**src/rtl/button_debounce_fsm.sv**
```systemverilog
// button_debounce_fsm: push-button conditioner for one board button.
// Synchronises btnRaw, samples it on an internal divide-by-TICK_DIV tick,
// accepts a new level after STABLE_TICKS matching ticks and emits a clean
// level plus one-cycle press/release strobes.
//
// Ports:
//   clkIn      - system clock
//   reset      - asynchronous, active-low reset
//   btnRaw     - raw asynchronous active-high button input
//   btnLevel   - debounced level
//   btnPress   - one-cycle strobe on accepted press (and on auto-repeat)
//   btnRelease - one-cycle strobe on accepted release
//
// Optional build macro: AUTO_REPEAT_EN adds press auto-repeat while held
// (first repeat REPEAT_DELAY ticks after acceptance, then every REPEAT_RATE).
`timescale 1ns/1ps
module button_debounce_fsm #(
  parameter int unsigned TICK_DIV     = 6,
  parameter int unsigned STABLE_TICKS = 4,
  parameter int unsigned REPEAT_DELAY = 8,
  parameter int unsigned REPEAT_RATE  = 4
) (
  input  logic clkIn,
  input  logic reset,
  input  logic btnRaw,
  output logic btnLevel,
  output logic btnPress,
  output logic btnRelease
);

  localparam int unsigned TICK_W = (TICK_DIV > 1) ? $clog2(TICK_DIV) : 1;
  localparam int unsigned CNT_W  = 8;
  localparam logic [TICK_W-1:0] TICK_LAST  = TICK_W'(TICK_DIV - 1);
  localparam logic [CNT_W-1:0]  STABLE_MAX = CNT_W'(STABLE_TICKS);

  localparam logic [1:0] S_IDLE         = 2'd0;
  localparam logic [1:0] S_PRESS_WAIT   = 2'd1;
  localparam logic [1:0] S_PRESSED      = 2'd2;
  localparam logic [1:0] S_RELEASE_WAIT = 2'd3;

  // Elaboration-time parameter range check
  if (TICK_DIV < 2 || TICK_DIV > 65536 || STABLE_TICKS < 1 || STABLE_TICKS > 255 ||
      REPEAT_DELAY < 1 || REPEAT_DELAY > 255 || REPEAT_RATE < 1 || REPEAT_RATE > 255) begin : g_bad_cfg
    $error("button_debounce_fsm: parameter out of range");
  end

  logic              s1_q, s2_q;
  logic [TICK_W-1:0] tick_cnt_q;
  logic              tick_c;
  logic [1:0]        state_q, state_d;
  logic [CNT_W-1:0]  cnt_q, cnt_d, cnt_inc_c;
  logic              level_q, level_d;
  logic              press_q, press_d;
  logic              release_q, release_d;

  // Two-flop synchroniser; only s2_q is used downstream
  always_ff @(posedge clkIn or negedge reset) begin
    if (!reset) begin
      s1_q <= 1'b0;
      s2_q <= 1'b0;
    end else begin
      s1_q <= btnRaw;
      s2_q <= s1_q;
    end
  end

  // Free-running sample tick, high in the last count of each period
  assign tick_c = (tick_cnt_q == TICK_LAST);

  always_ff @(posedge clkIn or negedge reset) begin
    if (!reset) begin
      tick_cnt_q <= '0;
    end else if (tick_c) begin
      tick_cnt_q <= '0;
    end else begin
      tick_cnt_q <= tick_cnt_q + TICK_W'(1);
    end
  end

  // Stable counter increment, saturating at STABLE_TICKS
  assign cnt_inc_c = (cnt_q == STABLE_MAX) ? cnt_q : cnt_q + CNT_W'(1);

`ifdef AUTO_REPEAT_EN
  logic [CNT_W-1:0] rep_q, rep_d, rep_inc_c, rep_target_c;
  logic             rep_first_q, rep_first_d;

  // First repeat waits REPEAT_DELAY ticks, later ones REPEAT_RATE ticks
  assign rep_inc_c    = rep_q + CNT_W'(1);
  assign rep_target_c = rep_first_q ? CNT_W'(REPEAT_DELAY) : CNT_W'(REPEAT_RATE);

  always_ff @(posedge clkIn or negedge reset) begin
    if (!reset) begin
      rep_q       <= '0;
      rep_first_q <= 1'b1;
    end else begin
      rep_q       <= rep_d;
      rep_first_q <= rep_first_d;
    end
  end
`else
  // Without auto-repeat a press strobe comes only from acceptance.
`endif

  // State, counter and output registers
  always_ff @(posedge clkIn or negedge reset) begin
    if (!reset) begin
      state_q   <= S_IDLE;
      cnt_q     <= '0;
      level_q   <= 1'b0;
      press_q   <= 1'b0;
      release_q <= 1'b0;
    end else begin
      state_q   <= state_d;
      cnt_q     <= cnt_d;
      level_q   <= level_d;
      press_q   <= press_d;
      release_q <= release_d;
    end
  end

  // Next-state logic; everything advances only on tick cycles
  always_comb begin
    state_d   = state_q;
    cnt_d     = cnt_q;
    level_d   = level_q;
    press_d   = 1'b0;
    release_d = 1'b0;
`ifdef AUTO_REPEAT_EN
    rep_d       = rep_q;
    rep_first_d = rep_first_q;
`endif
    if (tick_c) begin
      case (state_q)
        S_IDLE, S_PRESS_WAIT: begin
          if (s2_q) begin
            // cnt_q is 0 in IDLE, so STABLE_TICKS=1 accepts on the first tick
            if (cnt_inc_c == STABLE_MAX) begin
              state_d = S_PRESSED;
              cnt_d   = '0;
              level_d = 1'b1;
              press_d = 1'b1;
`ifdef AUTO_REPEAT_EN
              rep_d       = '0;
              rep_first_d = 1'b1;
`endif
            end else begin
              state_d = S_PRESS_WAIT;
              cnt_d   = cnt_inc_c;
            end
          end else begin
            state_d = S_IDLE;
            cnt_d   = '0;
          end
        end
        S_PRESSED, S_RELEASE_WAIT: begin
          if (!s2_q) begin
            if (cnt_inc_c == STABLE_MAX) begin
              state_d   = S_IDLE;
              cnt_d     = '0;
              level_d   = 1'b0;
              release_d = 1'b1;
            end else begin
              state_d = S_RELEASE_WAIT;
              cnt_d   = cnt_inc_c;
            end
          end else begin
            state_d = S_PRESSED;
            cnt_d   = '0;
`ifdef AUTO_REPEAT_EN
            // Repeat counter only runs on ticks spent in PRESSED
            if (state_q == S_PRESSED) begin
              if (rep_inc_c == rep_target_c) begin
                press_d     = 1'b1;
                rep_d       = '0;
                rep_first_d = 1'b0;
              end else begin
                rep_d = rep_inc_c;
              end
            end
`endif
          end
        end
        default: begin
          state_d = S_IDLE;
          cnt_d   = '0;
          level_d = 1'b0;
        end
      endcase
    end
  end

  assign btnLevel   = level_q;
  assign btnPress   = press_q;
  assign btnRelease = release_q;

endmodule

```
**config.mk**
```make
export PLATFORM = sky130hd
export DESIGN_NAME = button_debounce_fsm
export DESIGN_NICKNAME = d
export VERILOG_FILES = /design/src/rtl/button_debounce_fsm.sv
export SDC_FILE = /design/constraint.sdc
export NUM_CORES = 1
export LEC_CHECK = 0
export CORE_MARGIN = 2
export CORE_UTILIZATION = 55
export CTS_CLUSTER_DIAMETER = 200
export CTS_CLUSTER_SIZE = 12
export DETAILED_ROUTE_END_ITERATION = 8
export PLACE_DENSITY = 0.77
export SYNTH_ARGS = -nofsm -noshare
export SYNTH_HDL_FRONTEND = slang
export SYNTH_SLANG_ARGS = --single-unit
```
**constraint.sdc**
```tcl
create_clock -name clkIn -period 3.2 [get_ports clkIn]
set_clock_uncertainty 0.15 [all_clocks]
set_input_delay 0.64 -clock clkIn [delete_from_list [all_inputs] [get_ports clkIn]]
set_output_delay 0.64 -clock clkIn [all_outputs]
set_load 0.01 [all_outputs]
```
==> reports/results.ini, run 1 <==
[outcome]
run_status = finished, final reports clean

[route]
drt-pass1-iter-count = 4
drt_drc_violations_left = 0
sum_of_routed_wire_length_over_all_layers_mm = 1.76
post_drt_via_cell_ratio = 6.28
detail_route.wl_per_cell_um = 15.5
route.vias.total = 710
detailed_route_iter0_violations = 32
antenna_violating_nets_post_route = 0

[power_and_ir_drop]
power.share.clock_pct = 27.2
p_sw_uw = 125
ir_worst_vdd_v = 0.000302
intPower_uw = 305
netSwitchingFraction_pct = 29.0
sequentialPowerShare_pct = 56.0
comb_power_share_pct = 16.9
p_leak_uw = 0.000430
power-per-cell-area_nw_per_um2 = 440

[synth]
syn_avg_cell_area_sq_um = 9.93
yosysTopAreaCell = dfrtp_1
post_synth_inst_count = 89
synthesis.nets = 94
postSynthRegisterBits = 17
synth_cell_types = 34
netlist_area_sq_um = 883
yosysWarningCount = 0
synth_top_area_share_pct = 48.2
post_synth_main_area_contributors = dfrtp_1 (48%), o21ai_0 (6.8%), nand2_1 (3.4%)
synth_sequential_area_ratio_pct = 48.2

[placed_design]
hpwlAfterDp_mm = 1.24
place_worst_setup_slack_ps = 725
buffer_ports.inserted = 5
place.gp.congestion = 0.852

[critical_path]
timing.critical_path.from_type = register
critPathMaxFanout = 7
endpoint_kind = register
timing_worst_setup_path_type = reg -> reg
worstPathRequired_ps = 3240
cp.arrival_ps = 2550

[cells_and_area]
post_route_cells_drive_above_1_share_pct = 9.28
num-nets-final = 103
flow.area_growth_from_synthesis_pct = 10.6
most_frequent_cells_in_the_layout = dfrtp_1 (17), o21ai_0 (12), nand2_1 (8)
mostFrequentLayoutCell = dfrtp_1
num_antenna_cells = 0
num-fill-cells = 125

[global_route]
initial_antenna_violation_count = 0
grt_pass1_vias = 624
grt_max_degree = 18
grt_pass1_wl_mm = 2.84
track_usage_pct = 20.4
overflow = 0

[timing]
rsz0062_at_grt = false
min_period_over_period_pct = 78.5
postLayoutSetupSlackWorst_ps = 690
worst-slew-pin-transition_ps = 723
final_hold_viol_count = 0
max_freq_mhz = 398
setup_tns_ps = 0
maxSlewHeadroom_pct = 51.7
final.min_clock_period_ps = 2510
slew_viol_final = 0
final_hold_slack_ps = 241
finalSetupViolations = 0

[floorplanning]
die-height_um = 44.1
die_area_sq_um = 1940
die_x_um = 44.1
fp.coreArea_sq_um = 1510
fp-row-count = 14
design.portCount = 6
initial_core_utilization_pct = 58.6

[clock_tree]
cts_setup_buffers = 0
worst_skew_pair_latency_ps = 290
post_cts_hold_buffer_count = 0
clock_pin_slew_on_the_worst_setup_and_hold_paths_ps = 100
cts.htree.levels = 1
cts.root.buffer_cell = clkbuf_4
clock_tree_from_tritoncts = yes
clk_path_buf_depth = 2
tritoncts.num_buffers = 3
cts-resized-gates = 0
tritoncts_num_sinks = 17

[run]
maxCapViolCount = 0

[worst_hold_path]
min-delay-path-class = reg -> reg

==> layout make-up <==
cell class | instances | area, sq um | share of cell area, %
well taps | 16 | 20.0 | 2.05
clock buffers | 3 | 22.5 | 2.30
multi-input cells | 67 | 439 | 44.9
flip-flops and latches | 17 | 425 | 43.5
inverters | 4 | 15.0 | 1.54
clock inverters | 1 | 5.00 | 0.512
repair buffers | 5 | 50.0 | 5.12
==> critical path: stages, from the launching register on <==
cell and delay [ps]:
dfrtp_1 460, inv_1 100, ha_1 150, or4b_4 480
or2_1 280, a41oi_1 290, or3_4 220, mux2_4 290
==> metal layers <==
layer / part of all wire, % / routed length, um / track usage [%] / up-vias
met1: 44 / 779 / 26.5 / 334
met5: 0 / 0 / 0 / -
met3: 5.5 / 96 / 2.45 / 11
met2: 46 / 802 / 32.9 / 26
met4: 4.4 / 77 / 11.5 / 0
li1: - / - / - / 339
==> through the flow <==
stage / cell area (sq um) / cells / power [uW] / utilization (%)
detailed placement: 950 / 109 / 315 / 63.0
CTS: 977 / 113 / 433 / 64.9
finish: 977 / 113 / 430 / 64.9
global placement: 950 / 109 / 312 / 63.0
global route: 977 / 113 / 445 / 64.9
floorplan: 883 / 89 / 294 / -
==> cell usage after synthesis <==
cell,count
a22o_1,1
and3_1,1
or4b_4,1
nor2_1,6
nand3b_1,1
or3b_2,1
mux2_4,1
nor3_2,1
nor2b_1,2
a21oi_1,2
nand2_1,8
o21ai_1,1
dfrtp_1,17
ha_1,2
o21ai_0,12
o211ai_1,2
nand2b_1,1
or2_1,1
a41oi_1,1
xnor2_1,2
nor3_1,1
and3b_1,1
nand3_1,4
nand4_1,2
and4_1,1
a211o_1,1
o41ai_1,1
xor2_1,3
a21o_1,2
mux2i_1,1
o31ai_1,2
or3_4,1
clkbuf_1,1
inv_1,4
==> power groups by stage <==
| stage | clock [uW] | sequential (uW) | combinational (uW) |
|---|---|---|---|
| floorplan | 0 | 241 | 53.3 |
| global placement | 0 | 243 | 68.4 |
| global route | 122 | 242 | 80.3 |
| detailed placement | 0 | 245 | 70.6 |
| CTS | 120 | 240 | 73.3 |
| finish | 117 | 241 | 72.5 |
==> state kept, by name, indices dropped and copies added (netlist names) <==
register / cells
state_q: 1
s2_q: 1
tick_cnt_q: 3
cnt_q: 8
btnLevel: 1
btnRelease: 1
btnPress: 1
s1_q: 1
==> path summary, 6_finish.rpt <==
| check | from | end | cells past startpoint | slack [ps] |
|---|---|---|---|---|
| max in group asynchronous | reset | cnt_q[1]$_DFFE_PN0P_ | 1 | 1830 |
| min reg2reg | s1_q$_DFF_PN0_ | s2_q$_DFF_PN0_ | 0 | 240 |
| min | s1_q$_DFF_PN0_ | s2_q$_DFF_PN0_ | 0 | 240 |
| max reg2reg | cnt_q[0]$_DFFE_PN0P_ | state_q[1]$_DFFE_PN0P_ | 7 | 690 |
| max | cnt_q[0]$_DFFE_PN0P_ | state_q[1]$_DFFE_PN0P_ | 7 | 690 |
| min in group asynchronous | reset | btnRelease$_DFF_PN0_ | 1 | 620 |
==> cell families (layout without fill, tap and decap cells) <==
logic type      count (synthesis)  count (layout)  share of synthesized area, %
flops                          17              17                          48.2
xor+xnor                        5               5                          4.96
compound gates                 25              25                          17.6
mux                             2               2                          2.83
simple gates                   33              33                          21.5
fa+ha+maj                       2               2                          2.83
buf+inv                         5              13                          2.12
Power figures use the tool's default switching activity.
==> run 2, diff against run 1 <==
--- a/config.mk
+++ b/config.mk
@@ -5,12 +5,13 @@
 export SDC_FILE = /design/constraint.sdc
 export NUM_CORES = 1
 export LEC_CHECK = 0
+export CORE_ASPECT_RATIO = 0.8
 export CORE_MARGIN = 2
-export CORE_UTILIZATION = 55
+export CORE_UTILIZATION = 50
 export CTS_CLUSTER_DIAMETER = 200
 export CTS_CLUSTER_SIZE = 12
 export DETAILED_ROUTE_END_ITERATION = 8
-export PLACE_DENSITY = 0.77
+export PLACE_DENSITY = 0.74
 export SYNTH_ARGS = -nofsm -noshare
 export SYNTH_HDL_FRONTEND = slang
 export SYNTH_SLANG_ARGS = --single-unit
==> constraint.sdc (replaced) <==
create_clock -name clkIn -period 2 [get_ports clkIn]
set_clock_uncertainty 0.15 [all_clocks]
set_input_delay 0.4 -clock clkIn [delete_from_list [all_inputs] [get_ports clkIn]]
set_output_delay 0.4 -clock clkIn [all_outputs]
set_load 0.01 [all_outputs]
==> run 2 against run 1 <==
Effect of this change: die area up 9.2%; highest routed layer unchanged; final cell count up 21%; the run now ends with negative setup slack left; hold slack worse by 4.3 ps; first-iteration DRC count down 41%; via count up 7.5%; power up 81%.
==> reports/results.ini, run 2 (same netlist as run 1, synthesis figures left out) <==
[critical_path]
worstPathRequired_ps = 2040  ; was 3240 ps
timing.critical_path.from_type = register  ; unchanged
endpoint_kind = register  ; unchanged
critPathMaxFanout = 3  ; was 7
cp.arrival_ps = 2340  ; was 2550 ps
timing_worst_setup_path_type = reg -> reg  ; unchanged

[clock_tree]
cts.root.buffer_cell = clkbuf_4  ; unchanged
cts.htree.levels = 1  ; unchanged
tritoncts_num_sinks = 17  ; unchanged
post_cts_hold_buffer_count = 0  ; unchanged
clock_pin_slew_on_the_worst_setup_and_hold_paths_ps = 110  ; was 100 ps
tritoncts.num_buffers = 3  ; unchanged
clock_tree_from_tritoncts = yes  ; unchanged
worst_skew_pair_latency_ps = 310  ; was 290 ps
clk_path_buf_depth = 2  ; unchanged

[route]
drt-pass1-iter-count = 4  ; unchanged
sum_of_routed_wire_length_over_all_layers_mm = 2.10  ; was 1.76 mm
route.vias.total = 763  ; was 710
antenna_violating_nets_post_route = 0  ; unchanged
detail_route.wl_per_cell_um = 15.4  ; was 15.5 um
routed.top_layer = met4  ; unchanged
post_drt_via_cell_ratio = 5.57  ; was 6.28
sum_of_routed_wire_segments_on_met1_um = 965  ; was 779 um
detailed_route_iter0_violations = 19  ; was 32
met3_length_um = 89  ; was 96 um
routed-wl-met2_mm = 1.01  ; was 802 um
drt_drc_violations_left = 0  ; unchanged

[global_route]
grt_max_degree = 18  ; unchanged
grt_pass1_wl_mm = 3.46  ; was 2.84 mm
overflow = 0  ; unchanged
track_usage_pct = 23.2  ; was 20.4%
initial_antenna_violation_count = 0  ; unchanged
grt_pass1_vias = 733  ; was 624

[floorplanning]
design.portCount = 6  ; unchanged
initial_core_utilization_pct = 53.8  ; was 58.6%
die-height_um = 41.6  ; was 44.1 um
die_area_sq_um = 2120  ; was 1940 sq um
fp-row-count = 13  ; was 14
fp.coreArea_sq_um = 1640  ; was 1510 sq um
die_x_um = 51.0  ; was 44.1 um

[timing]
max_freq_mhz = 436  ; was 398 MHz
rsz0062_at_grt = true  ; was false
postLayoutSetupSlackWorst_ps = -294  ; was 690 ps
slew_viol_final = 0  ; unchanged
final.min_clock_period_ps = 2290  ; was 2510 ps
finalSetupViolations = 6  ; was 0
setup_tns_ps = -800  ; was 0 ps
worst-slew-pin-transition_ps = 411  ; was 723 ps
min_period_over_period_pct = 115  ; was 78.5%
maxSlewHeadroom_pct = 72.6  ; was 51.7%
final_hold_viol_count = 0  ; unchanged

[cells_and_area]
num-nets-final = 121  ; was 103
most_frequent_cells_in_the_layout = dfrtp_1 (17), buf_4 (17), nand2_1 (8)  ; was dfrtp_1 (17), o21ai_0 (12), nand2_1 (8)
num_antenna_cells = 0  ; unchanged
post_route_cells_drive_above_1_share_pct = 32.2  ; was 9.28%
postLayoutCoreUtil_pct = 71.6  ; was 64.9%
largest_registers = cnt_q: 8 flops, tick_cnt_q: 3 flops  ; unchanged
flow.area_growth_from_synthesis_pct = 33.1  ; was 10.6%
largest_register_ff_count = 8  ; unchanged
largest-register = cnt_q  ; unchanged
finalNonFillerCells = 137  ; was 113

[power_and_ir_drop]
intPower_uw = 542  ; was 305 uW
ir_worst_vdd_v = 0.000550  ; was 0.000302 V
p_sw_uw = 237  ; was 125 uW
sequentialPowerShare_pct = 48.7  ; was 56.0%
power-per-cell-area_nw_per_um2 = 662  ; was 440 nW/um^2
power.share.clock_pct = 24.8  ; was 27.2%
p_leak_uw = 0.000523  ; was 0.000430 uW
comb_power_share_pct = 26.4  ; was 16.9%
netSwitchingFraction_pct = 30.4  ; was 29.0%

[outcome]
violations = negative setup slack
run_status = complete, but fails checks  ; was finished, final reports clean

[placed_design]
hpwlAfterDp_mm = 1.55  ; was 1.24 mm
place.gp.congestion = 0.903  ; was 0.852
place.detailed.instances = 132  ; was 109
buffer_ports.inserted = 5  ; unchanged

[run]
maxCapViolCount = 0  ; unchanged

[worst_hold_path]
min-delay-path-class = reg -> reg  ; unchanged

## run 2: worst paths after layout
kind                                 startpoint                     end  slack, ps  depth (start not counted)
setup / recovery           cnt_q[0]$_DFFE_PN0P_  state_q[1]$_DFFE_PN0P_       -290                          7
hold / removal                   s1_q$_DFF_PN0_          s2_q$_DFF_PN0_        240                          0
setup reg to reg           cnt_q[0]$_DFFE_PN0P_  state_q[1]$_DFFE_PN0P_       -290                          7
hold reg to reg                  s1_q$_DFF_PN0_          s2_q$_DFF_PN0_        240                          0
max in group asynchronous                 reset    cnt_q[7]$_DFFE_PN0P_       1250                          2
min in group asynchronous                 reset    cnt_q[6]$_DFFE_PN0P_        250                          2
## run 2: area by class of cell
type	instances	area (sq um)
Multi-Input combinational cell	67	492
Fill cell	134	467
Sequential cell	17	425
Timing Repair Buffer	23	189
Tap cell	22	27.5
Clock buffer	3	22.5
Inverter	4	15.0
Clock inverter	1	5.00
## run 2: power by group through the flow
stage	Sequential, uW	Clock, uW	Combinational, uW
floorplan	385	0	91.7
global placement	385	0	163
CTS	378	197	178
detailed placement	387	0	170
global route	382	216	227
finish	380	193	206
## run 2: routing by layer
layer	track usage (%)	up-vias
li1	-	378
met1	30.6	366
met2	34.0	14
met3	8.27	5
met4	10.8	0
met5	0	-
## run 2: critical path, cell delays in order (launching register included)
cell and delay [ps]:
dfrtp_1 420, inv_2 90, ha_4 120, or4b_4 480, or2_4 280, a41oi_2 170, or3_4 180, mux2_4 290
## run 2: repair_timing
action / in CTS / in global routing
pin swaps: 0 / 9
hold endpoints to repair: 0 / 0
setup endpoints to repair: 7 / 9
buffers inserted: 1 / 1
gates resized for setup: 1 / 19
## run 2: stage by stage
step | setup WS [ps] | area, sq um | power [uW] | hold slack, ps
detailed placement | -261 | 1090 | 557 | 210
global route | -334 | 1180 | 825 | 245
CTS | -274 | 1130 | 754 | 235
floorplan | -235 | 893 | 477 | -45.6
finish | -294 | 1180 | 779 | 237
global placement | -168 | 1090 | 548 | 182
